--- config.mk ---
export PLATFORM = sky130hd
export DESIGN_NAME = sync_fifo_prog_flat
export DESIGN_NICKNAME = d
export VERILOG_FILES = /design/src/rtl/sync_fifo_prog_if.sv /design/src/rtl/sync_fifo_prog.sv /design/src/flat_wrapper.sv
export SDC_FILE = /design/constraint.sdc
export NUM_CORES = 1
export LEC_CHECK = 0
export CAP_MARGIN = 30
export CORE_MARGIN = 5
export CORE_UTILIZATION = 31
export DETAILED_ROUTE_END_ITERATION = 10
export PLACE_DENSITY = 0.58
export SYNTH_ARGS = -nofsm -noshare
export SYNTH_HDL_FRONTEND = slang
export SYNTH_SLANG_ARGS = --single-unit
--- constraint.sdc ---
create_clock -name clk -period 3.1 [get_ports clk]
set_input_delay 0.775 -clock clk [delete_from_list [all_inputs] [get_ports clk]]
set_output_delay 0.775 -clock clk [all_outputs]
set_load 0.02 [all_outputs]
--- src/rtl/sync_fifo_prog_if.sv ---
// Producer/consumer bundle for sync_fifo_prog: data handshake, thresholds, status and error flags.
// master drives requests and thresholds; slave (the FIFO) drives data-out and status.
interface sync_fifo_prog_if #(
   parameter int DATA_WIDTH = 8,
   parameter int ADDR_WIDTH = 4
);
   logic                  wr_en;
   logic [DATA_WIDTH-1:0] wr_data;
   logic                  rd_en;
   logic [DATA_WIDTH-1:0] rd_data;
   logic                  rd_valid;
   logic [ADDR_WIDTH:0]   af_thresh;
   logic [ADDR_WIDTH:0]   ae_thresh;
   logic                  err_clr;
   logic [ADDR_WIDTH:0]   level;
   logic                  full;
   logic                  empty;
   logic                  almost_full;
   logic                  almost_empty;
   logic                  overflow;
   logic                  underflow;

   modport master (
      output wr_en, wr_data, rd_en, af_thresh, ae_thresh, err_clr,
      input  rd_data, rd_valid, level, full, empty, almost_full, almost_empty,
             overflow, underflow
   );

   modport slave (
      input  wr_en, wr_data, rd_en, af_thresh, ae_thresh, err_clr,
      output rd_data, rd_valid, level, full, empty, almost_full, almost_empty,
             overflow, underflow
   );
endinterface

--- src/rtl/sync_fifo_prog.sv ---
// Single-clock FIFO with programmable almost-flags, fill level and sticky error flags; read latency 1 (FWFT=0) or 0 (FWFT=1).
// No backpressure stall: writes at full and reads at empty are dropped and recorded as overflow/underflow.
module sync_fifo_prog #(
   parameter int DATA_WIDTH = 8,
   parameter int ADDR_WIDTH = 4,
   parameter bit FWFT       = 1'b0
) (
   input  logic            clk,
   input  logic            rst,
   sync_fifo_prog_if.slave bus
);
   localparam int                  DEPTH   = 1 << ADDR_WIDTH;
   localparam logic [ADDR_WIDTH:0] DEPTH_L = DEPTH[ADDR_WIDTH:0];

   logic [DATA_WIDTH-1:0] mem [DEPTH];
   logic [ADDR_WIDTH-1:0] wr_ptr;
   logic [ADDR_WIDTH-1:0] rd_ptr;
   logic [ADDR_WIDTH:0]   level_q;
   logic [DATA_WIDTH-1:0] rd_data_q;
   logic                  rd_valid_q;
   logic                  overflow_q;
   logic                  underflow_q;
   logic                  full_w;
   logic                  empty_w;
   logic                  wr_acc;
   logic                  rd_acc;

   // Acceptance is judged on the level held at this edge, so a simultaneous
   // read never makes room for a write at full (and vice versa at empty).
   assign full_w  = (level_q == DEPTH_L);
   assign empty_w = (level_q == '0);
   assign wr_acc  = bus.wr_en && !full_w;
   assign rd_acc  = bus.rd_en && !empty_w;

   always_ff @(posedge clk) begin
      if (!rst && wr_acc) begin
         mem[wr_ptr] <= bus.wr_data;
      end
   end

   always_ff @(posedge clk) begin
      if (rst) begin
         wr_ptr      <= '0;
         rd_ptr      <= '0;
         level_q     <= '0;
         rd_data_q   <= '0;
         rd_valid_q  <= 1'b0;
         overflow_q  <= 1'b0;
         underflow_q <= 1'b0;
      end else begin
         if (wr_acc) begin
            wr_ptr <= wr_ptr + 1'b1;
         end
         if (rd_acc) begin
            rd_ptr    <= rd_ptr + 1'b1;
            rd_data_q <= mem[rd_ptr];
         end
         rd_valid_q <= rd_acc;

         case ({wr_acc, rd_acc})
            2'b10:   level_q <= level_q + 1'b1;
            2'b01:   level_q <= level_q - 1'b1;
            default: level_q <= level_q;
         endcase

         // A new error in the same cycle as err_clr stays visible.
         if (bus.wr_en && full_w) begin
            overflow_q <= 1'b1;
         end else if (bus.err_clr) begin
            overflow_q <= 1'b0;
         end
         if (bus.rd_en && empty_w) begin
            underflow_q <= 1'b1;
         end else if (bus.err_clr) begin
            underflow_q <= 1'b0;
         end
      end
   end

   assign bus.rd_data      = FWFT ? mem[rd_ptr] : rd_data_q;
   assign bus.rd_valid     = FWFT ? !empty_w : rd_valid_q;
   assign bus.level        = level_q;
   assign bus.full         = full_w;
   assign bus.empty        = empty_w;
   assign bus.almost_full  = (level_q >= bus.af_thresh);
   assign bus.almost_empty = (level_q <= bus.ae_thresh);
   assign bus.overflow     = overflow_q;
   assign bus.underflow    = underflow_q;
endmodule

--- src/flat_wrapper.sv ---
// flat-port wrapper written by rule: the top's interface ports become plain ports
module sync_fifo_prog_flat 
#(
   parameter int DATA_WIDTH = 8,
   parameter int ADDR_WIDTH = 4,
   parameter bit FWFT       = 1'b0
)
  (clk, rst, bus_wr_en, bus_wr_data, bus_rd_en, bus_af_thresh, bus_ae_thresh, bus_err_clr, bus_rd_data, bus_rd_valid, bus_level, bus_full, bus_empty, bus_almost_full, bus_almost_empty, bus_overflow, bus_underflow);
  sync_fifo_prog_if #(.DATA_WIDTH(DATA_WIDTH), .ADDR_WIDTH(ADDR_WIDTH)) bus_i ();
  input  logic clk;
  input  logic rst;
  input wire logic [$bits(bus_i.wr_en)-1:0] bus_wr_en;
  input wire logic [$bits(bus_i.wr_data)-1:0] bus_wr_data;
  input wire logic [$bits(bus_i.rd_en)-1:0] bus_rd_en;
  input wire logic [$bits(bus_i.af_thresh)-1:0] bus_af_thresh;
  input wire logic [$bits(bus_i.ae_thresh)-1:0] bus_ae_thresh;
  input wire logic [$bits(bus_i.err_clr)-1:0] bus_err_clr;
  output wire logic [$bits(bus_i.rd_data)-1:0] bus_rd_data;
  output wire logic [$bits(bus_i.rd_valid)-1:0] bus_rd_valid;
  output wire logic [$bits(bus_i.level)-1:0] bus_level;
  output wire logic [$bits(bus_i.full)-1:0] bus_full;
  output wire logic [$bits(bus_i.empty)-1:0] bus_empty;
  output wire logic [$bits(bus_i.almost_full)-1:0] bus_almost_full;
  output wire logic [$bits(bus_i.almost_empty)-1:0] bus_almost_empty;
  output wire logic [$bits(bus_i.overflow)-1:0] bus_overflow;
  output wire logic [$bits(bus_i.underflow)-1:0] bus_underflow;
  assign bus_i.wr_en = bus_wr_en;
  assign bus_i.wr_data = bus_wr_data;
  assign bus_i.rd_en = bus_rd_en;
  assign bus_i.af_thresh = bus_af_thresh;
  assign bus_i.ae_thresh = bus_ae_thresh;
  assign bus_i.err_clr = bus_err_clr;
  assign bus_rd_data = bus_i.rd_data;
  assign bus_rd_valid = bus_i.rd_valid;
  assign bus_level = bus_i.level;
  assign bus_full = bus_i.full;
  assign bus_empty = bus_i.empty;
  assign bus_almost_full = bus_i.almost_full;
  assign bus_almost_empty = bus_i.almost_empty;
  assign bus_overflow = bus_i.overflow;
  assign bus_underflow = bus_i.underflow;
  sync_fifo_prog #(.DATA_WIDTH(DATA_WIDTH), .ADDR_WIDTH(ADDR_WIDTH), .FWFT(FWFT)) u_core (.clk(clk), .rst(rst), .bus(bus_i));
endmodule
# After elaboration in Yosys (flattened, before gate mapping)
# Memory sizes are Yosys's and may differ from the RTL's. A register that Yosys moved wholly into a read port is not among the register bits.
# Cells that the tools add are included.
# totals
reg_bits	16
ram_bits	128
out_inout_bits	20
elab_cells	34
n_memories	1
# classes
add_sub_neg	4
order_cmp	2
eq_ne	3
muxes	6
reduce_logical	12
# mem_list
name	words	width	read_ports	rd_clocked_by_memory_dff	write_ports	line_no	rtl
u_core.mem	16	8	1	1	1	sync_fifo_prog.sv:15	logic [DATA_WIDTH-1:0] mem [DEPTH];
# ops
operator	count
$pmux W5 S2	1
$add A4 B1 Y4 const B	2
$reduce_bool A2 Y1	3
$add A5 B1 Y5 const B	1
$eq A5 B5 Y1 const B	1
$ge A5 B5 Y1	1
$le A5 B5 Y1	1
$logic_and A1 B1 Y1	5
$logic_not A5 Y1	1
$mux W1	5
$sub A5 B1 Y5 const B	1
$logic_not A1 Y1	3
$eq A2 B1 Y1 const B	1
$eq A2 B2 Y1 const B	1

# Logic depth before layout (Yosys ltp)
# Gate-level depths: netlist (run 1).
# logic_depth
depth_word	6
ltp_mapped	13
ltp_nobuf	12

# Least setup slack after synthesis (run 1)
# Ideal clock, no wire load.
# synth_timing
kind	reg-to-reg
start	register u_core.level_q[1] (netlist: u_core.bus.level[1])
end	register u_core.level_q[4] (netlist: u_core.bus.level[4])
setup_time_ns	0.123
t_arrival_ns	2.818
path_slack_ns	0.159
stages_incl_launch_ff	13
path_buffers	1
synth_period_minus_slack_ns	2.941
path_cell_list	dfxtp_1 > nor4_4 > and2_4 > nand2b_4 > inv_2 > buf_6 > ha_1 > ha_1 > nor2b_1 > o21ai_1 > a21oi_1 > or3b_1 > mux2_1
# synth_via
elab_chain_cells	5
word_cells_on_any_way	12
classes_between	add/sub: 2; eq/ne: 3; mux: 1; reduce/logical: 6
# synth_lines
item	line_no	rtl
start, declared	sync_fifo_prog.sv:18	logic [ADDR_WIDTH:0] level_q;
start signal, assigned	sync_fifo_prog.sv:61	2'b10: level_q <= level_q + 1'b1;
start signal, assigned	sync_fifo_prog.sv:62	2'b01: level_q <= level_q - 1'b1;
start signal, assigned	sync_fifo_prog.sv:63	default: level_q <= level_q;
$logic_not A5 Y1 *	sync_fifo_prog.sv:31	assign empty_w = (level_q == '0);
via bus_empty	flat_wrapper.sv:22	output wire logic [$bits(bus_i.empty)-1:0] bus_empty;
$logic_not A1 Y1 *	sync_fifo_prog.sv:33	assign rd_acc = bus.rd_en && !empty_w;
$logic_and A1 B1 Y1 *	sync_fifo_prog.sv:33	
via u_core.rd_acc	sync_fifo_prog.sv:26	logic rd_acc;
$eq A2 B1 Y1 / $eq A2 B2 Y1 (equally long branches)	sync_fifo_prog.sv:60	case ({wr_acc, rd_acc})
$pmux W5 S2 / $reduce_bool A2 Y1 (equally long branches)	--	
# Mark *: on every way through the listed nets, which the timed path passes. The rest lies on a longest branch.
# A chain may end at the register's enable or synchronous reset.

# Final worst setup path (run 1)
# layout_timing
start	input bus_ae_thresh[2]
end	output bus_almost_empty
# layout_via
elab_chain_cells	1
# layout_lines
item	line_no	rtl
start, declared	flat_wrapper.sv:16	input wire logic [$bits(bus_i.ae_thresh)-1:0] bus_ae_thresh;
$le A5 B5 Y1	sync_fifo_prog.sv:86	assign bus.almost_empty = (level_q <= bus.ae_thresh);
end, declared	flat_wrapper.sv:24	output wire logic [$bits(bus_i.almost_empty)-1:0] bus_almost_empty;
# No other way between the ends.

==> results of run 1 <==
routing by layer:
metal  up-vias  share of wire  global-route usage
met5         -              0                   0
met4         0          0.012              0.0441
met3        15          0.038              0.0308
met2        49           0.53               0.210
met1      1867           0.42               0.140
li1       1768              -                   -
logic make-up (layout without fill, tap and decap cells):
kind of cell / count (synthesis) / after routing / share of synthesized area
buffers and inverters: 36 / 118 / 0.0292
AO/OA/AOI/OAI: 58 / 58 / 0.0580
multiplexers: 66 / 66 / 0.104
XOR/XNOR: 8 / 8 / 0.0122
flip-flops: 152 / 152 / 0.682
AND/OR/NAND/NOR: 93 / 93 / 0.0740
adder cells (fa/ha/maj): 20 / 20 / 0.0406
registers in the layout (all words and copies together) (netlist names):
register,count
u_core.wr_ptr,4
u_core.bus.rd_valid,1
u_core.bus.rd_data,8
u_core.mem,128
u_core.bus.overflow,1
u_core.bus.level,5
u_core.rd_ptr,4
u_core.bus.underflow,1
placed cells by master (no fill, tap or decap), drive strengths merged, types with 10 or more instances in the layout:
master,instances
a21oi,10
clkdlybuf4s50,39
edfxtp,128
dfxtp,24
nand2,12
inv,20
o22ai,33
buf,29
ha,19
mux2i,65
clkbuf,18
nor2,48
power by group through the flow:
stage	registers, uW	clock network [uW]	logic (uW)
after floorplan	2580	0	700
after detailed placement	2510	0	1310
after CTS	2470	2120	1310
after global placement	2510	0	1280
after global routing	2480	2210	1420
final	2470	2080	1290
worst max-delay path, stage by stage:
cell and delay, ns:
clkdlybuf4s50_1 0.45, inv_1 0.04, ha_1 0.28, o21a_1 0.11, o21a_1 0.18, o21a_1 0.19, o22ai_2 0.10, buf_6 0.14
worst min-delay path by stage:
stage	endpoint	slack [ns]	cells past startpoint
after global routing	u_core.bus.rd_data[1]	0.54	2
after global placement	u_core.bus.rd_data[3]	0.50	2
after floorplan	u_core.wr_ptr[3]	0.54	2
after detailed placement	u_core.bus.rd_data[3]	0.50	2
after CTS	u_core.bus.rd_data[3]	0.50	2
final	u_core.bus.rd_data[3]	0.50	2
layout make-up:
cell class              instances  area, sq um  area share
clock buffers                  18          429      0.0550
clock inverters                14          173      0.0221
inverters                      17         63.8     0.00818
multi-input cells             245         1840       0.236
flip-flops and latches        152         4330       0.555
well taps                     270          338      0.0433
repair buffers                 69          631      0.0808
what timing repair did:
| action | 4_1_cts | 5_1_grt |
|---|---|---|
| setup buffers | 0 | 0 |
| pin swaps | 5 | 0 |
| gates resized for setup | 9 | 3 |
| endpoints found under the setup margin | 2 | 2 |
stage by stage:
stage / TNS, ns / std cells / util / total power, uW / setup slack (ns)
6_report: 0 / 785 / 0.387 / 5840 / 0.0556
3_3_place_gp: -0.925 / 753 / 0.357 / 3790 / -0.565
4_1_cts: 0 / 785 / 0.387 / 5900 / 0.0154
3_5_place_dp: -1.00 / 753 / 0.357 / 3820 / -0.599
2_1_floorplan: 0 / 433 / - / 3280 / 0.159
5_1_grt: -0.0137 / 785 / 0.387 / 6110 / -0.0137
==> results by group, run 1 <==
Status
  – Run status: completed

Finish
  – Fin nets: around 550
  – Post-route cell area: between 0.007 and 0.008 sq mm
  – N_diodes: 0
  – Fillers: ~1900
  – Share of layout cells above drive strength 1: 0.130
  – Area growth from synthesis to layout: 23.0%

Placed design
  – Routability congestion estimate: approximately 0.75
  – Dpl hpwl: roughly 9400 um
  – Area post-placement: approximately 0.0072 sq mm
  – IO Port Bufs: 42

GRT
  – First-pass GRT wire length: approximately 21000 um
  – Total global routing overflow: 0
  – Pin count of the biggest net entering global routing: 36
  – Tot GR Track Use: 0.119
  – Initial antenna violation count: 0
  – Vias in the first global route: roughly 3800

Power
  – Comb pwr share: 0.222
  – Switching share of power: 0.278
  – Pwr per Cell Area: around 750 mW/mm^2
  – Clock network fraction of total power: 0.356
  – Psw: between 1500 and 2000 uW
  – VDD IR max: between 0.0002 and 0.0003 V
  – P_int: 4220 uW
  – Pleak: 0.00258 uW
  – Flop pwr share: 0.423

Synthesis
  – Post-synthesis net count: ~480
  – Largest area contributor in the netlist: edfxtp_1
  – Synth warn: 0
  – Top_reg_cell synth: edfxtp_1
  – Most area-consuming cells after synthesis: edfxtp_1 (61%), mux2i_1 (10%), dfxtp_1 (7.6%), ha_1 (3.7%), o22ai_1 (3.3%)
  – Area of the mapped netlist: 0.00634 sq mm
  – Gate Count Post-Synth: between 400 and 500
  – EDFF count, synth: between 100 and 150
  – Synthesized area per cell: 14.7 sq um
  – Yosys top cell area share: 0.606
  – Commonest cells in the netlist: edfxtp_1 (128), mux2i_1 (65), nor2_1 (48)
  – Sequential-to-total area share from yosys stat: 0.682
  – Yosys reg bits: roughly 150
  – Synth unique cells: 40
  – Async SR Flop Fraction: 0
  – Top-count cell post-synth: edfxtp_1

Detailed routing
  – Final Routed Wirelength: roughly 14000 um
  – Drt first pass iters: 4
  – Final antenna-violating net count: 0
  – Iteration-0 DRC Markers: roughly 190
  – WL/cell: between 15 and 20 um
  – DRC viols: 0
  – Via-to-Cell Ratio: 4.71
  – Routed vias: approximately 3700

Critical path
  – Critical Path Source Type: primary input
  – Worst Setup SP: bus_ae_thresh[2]
  – Worst path arrival time: about 2.3 ns
  – RR Endpoint: u_core.bus.level[4]
  – Worst EP required: 2.32 ns
  – FF-to-FF Start: u_core.bus.level[1]
  – Critical Path Fanout Max: 2
  – Worst Setup End Kind: output port
  – Crit path to: bus_almost_empty
  – Worst Reg-to-Reg Cells: 11
  – Flop2flop setup slack: roughly 0.24 ns
  – Critical path type: in -> out

Run
  – MaxCap Viol Count: 0

STA
  – Final-report max-slew violation count: 0
  – Hold_ws: 0.500 ns
  – Worst Skew: between 0.007 and 0.008 ns
  – Worst-Margin Slew: between 0.6 and 0.7 ns
  – Final setup viols: 0
  – Min Clock Period, post-route: 3.04 ns
  – Slew headroom: 0.533
  – RSZ-0062 raised after global routing: yes
  – Final Hold Fails: 0
  – Fmax: about 330 MHz
  – Final Cycle Share: 0.982

Clocking
  – Root buffer cell: clkbuf_16
  – Worst skew pair latency: between 0.4 and 0.5 ns
  – CTS tree: yes
  – Hold-fix buffer count after cts: 0
  – Maximum clock path buffer count: 2
  – Clk pin slew, worst setup/hold paths: roughly 0.060 ns
  – CTS Sinks: between 150 and 200
  – Total CTS buffers: 17
  – Htree depth: 4

Die
  – Die area: 0.0234 sq mm
  – Site Rows: between 50 and 60
  – Initial core utilization: 0.315
  – DIE WIDTH: 153 um
  – Core ar.: around 0.020 sq mm
  – Die Y: 153 um
  – IO Count: 43

Worst hold path
  – Hold Path Origin: u_core.bus.rd_data[3]
  – Tightest Hold Check Type: reg -> reg
No activity file was read; power rests on OpenSTA's default activity.
==> inputs of run 2 (changes only) <==
- HOLD_SLACK_MARGIN: not set -> 0.03
==> results of run 2 <==
No change in the layout: final DEF, timing and power equal those of run 1.
==> inputs of run 3 (changes only) <==
- CTS_BUF_LIST: not set -> sky130_fd_sc_hd__clkbuf_8
- CTS_CLUSTER_DIAMETER: not set -> 200
==> run 3 against run 2 <==
Hold slack better by 0.0090 ns. Register-to-register slack hardly changed. Count of clock-buffer cells in the layout is 1 lower. Worst setup slack worse by 0.0074 ns. Die area stayed put. Clock skew is 0.0041 ns higher. Largest cell class unchanged. Sequential share of layout area is 1.4 points higher. Non-clock buffer count stayed put. Global-route usage hardly changed.
==> results by group, run 3 (synthesis gave the netlist of run 1 again) <==
Finish
  – Fin nets: 545 (unchanged)
  – Footprint of the multi-input gates: 0.00184 sq mm (unchanged)
  – Fillers: 1920 (+1.5%)
  – Biggest register: u_core.mem
  – Util after Layout: 0.377 (-0.00943)
  – N_diodes: 0 (unchanged)
  – Highest-count cells in the layout ignoring fill and taps: edfxtp_1 (128), mux2i_1 (65), nor2_1 (48), clkdlybuf4s50_1 (39), o22ai_1 (32)
  – Area growth from synthesis to layout: 20.0%
  – Max reg flops: 128 (unchanged)
  – Storage cell area: 0.00433 sq mm (about the same)
  – Share of layout cells above drive strength 1: 0.132 (+0.00194)
  – Most common cell after layout, fill and taps aside: edfxtp_1

Clocking
  – Worst skew pair latency: 0.46 ns (+0.03 ns)
  – Htree depth: 4 (unchanged)
  – Total CTS buffers: 17 (unchanged)
  – CTS tree: yes
  – CTS Sinks: 152 (unchanged)
  – Maximum clock path buffer count: 2 (unchanged)
  – Hold-fix buffer count after cts: 0 (unchanged)
  – Clk pin slew, worst setup/hold paths: 0.08 ns (+0.02 ns)
  – Root buffer cell: clkbuf_8

Power
  – VDD IR max: 0.000230 V (-20%)
  – Pwr per Cell Area: 696 mW/mm^2 (-7.0%)
  – Pleak: 0.00250 uW (-3.2%)

GRT
  – First-pass GRT wire length: 21200 um (+0.39%)
  – Vias in the first global route: 3781 (-0.026%)
  – Initial antenna violation count: 0 (unchanged)
  – Tot GR Track Use: 0.119 (-0.000247)
  – Total global routing overflow: 0 (unchanged)
  – Pin count of the biggest net entering global routing: 36 (unchanged)

Die
  – IO Count: 43 (unchanged)
  – DIE WIDTH: 153 um (unchanged)
  – Die area: 0.0234 sq mm (unchanged)
  – Die Y: 153 um (unchanged)
  – Site Rows: 52 (unchanged)
  – Core ar.: 0.0202 sq mm (unchanged)
  – Initial core utilization: 0.315 (unchanged)

Detailed routing
  – Iteration-0 DRC Markers: 187 (-2.1%)
  – Via-to-Cell Ratio: 4.69 (-0.54%)
  – Final antenna-violating net count: 0 (unchanged)
  – Drt first pass iters: 4 (unchanged)
  – Routed vias: 3679 (-0.54%)
  – Final Routed Wirelength: 13700 um (about the same)
  – DRC viols: 0 (unchanged)
  – WL/cell: 17.5 um (about the same)

Worst hold path
  – Tightest Hold Check Type: reg -> reg

Status
  – Run status: completed

STA
  – Final worst slack: 0.0482 ns (-0.00744 ns)
  – RSZ-0062 raised after global routing: yes
  – Final-report max-slew violation count: 0 (unchanged)
  – Fmax: 328 MHz (-0.24%)
  – Worst-Margin Slew: 0.705 ns (+0.00711 ns)
  – Min Clock Period, post-route: 3.05 ns (+0.00744 ns)
  – Final Hold Fails: 0 (unchanged)
  – Worst Skew: 0.0116 ns (+0.00405 ns)
  – Final Cycle Share: 0.984 (+0.00240)
  – Final setup viols: 0 (unchanged)
  – Slew headroom: 0.528 (-0.00475)

Placed design
  – Dpl hpwl: 9370 um (unchanged)
  – Dpl ws: -0.599 ns (unchanged)
  – Routability congestion estimate: 0.745 (unchanged)
  – IO Port Bufs: 42 (unchanged)

Critical path
  – Critical Path Fanout Max: 2 (unchanged)
  – Critical path type: in -> out
  – Worst path arrival time: 2.28 ns (about the same)
  – Worst Setup End Kind: output port
  – Worst EP required: 2.32 ns (about the same)
  – Critical Path Source Type: primary input

Run
  – MaxCap Viol Count: 0 (unchanged)
run 3: power breakdown:
group	switching (uW)	internal [uW]	total, uW
Clock	742	798	1540
Sequential	126	2340	2470
Combinational	689	604	1290
run 3: routing by layer:
layer | share of wire | GRT usage | vias up
met5 | 0 | 0 | -
met4 | 0.015 | 0.0424 | 0
met3 | 0.032 | 0.0286 | 17
met2 | 0.53 | 0.211 | 53
met1 | 0.42 | 0.141 | 1842
li1 | - | - | 1767
run 3: repair_timing:
item	4_1_cts	5_1_grt
endpoints found under the setup margin	2	2
pin swaps	5	0
setup buffers	0	0
gates resized for setup	9	4
run 3: worst max-delay path, cell delays in order:
cell	delay, ns
clkdlybuf4s50_1	0.45
inv_1	0.04
ha_1	0.28
o21a_1	0.11
o21a_1	0.18
o21a_1	0.19
o22ai_2	0.11
buf_6	0.14
run 3: layout make-up:
type | instances | share of cell area
flip-flops and latches | 152 | 0.569
multi-input cells | 245 | 0.242
repair buffers | 69 | 0.0828
well taps | 270 | 0.0444
clock buffers | 17 | 0.0307
clock inverters | 15 | 0.0232
inverters | 17 | 0.00838
run 3: path summary, 6_finish.rpt:
kind | from | to | slack [ns] | depth (start not counted)
setup / recovery | bus_ae_thresh[2] | bus_almost_empty | 0.05 | 8
setup reg to reg | u_core.bus.level[1] | u_core.bus.level[4] | 0.24 | 11
hold / removal | u_core.bus.rd_data[3] | u_core.bus.rd_data[3] | 0.51 | 2
hold reg to reg | u_core.bus.rd_data[3] | u_core.bus.rd_data[3] | 0.51 | 2
run 3: per-stage QoR:
stage	hold slack (ns)	power (uW)	instance area, sq um	cells	TNS (ns)
2_1_floorplan	0.536	3280	6340	433	0
3_3_place_gp	0.495	3790	7200	753	-0.925
3_5_place_dp	0.495	3820	7200	753	-1.00
4_1_cts	0.507	5350	7610	785	0
5_1_grt	0.546	5580	7610	785	-0.0137
6_report	0.509	5300	7610	785	0
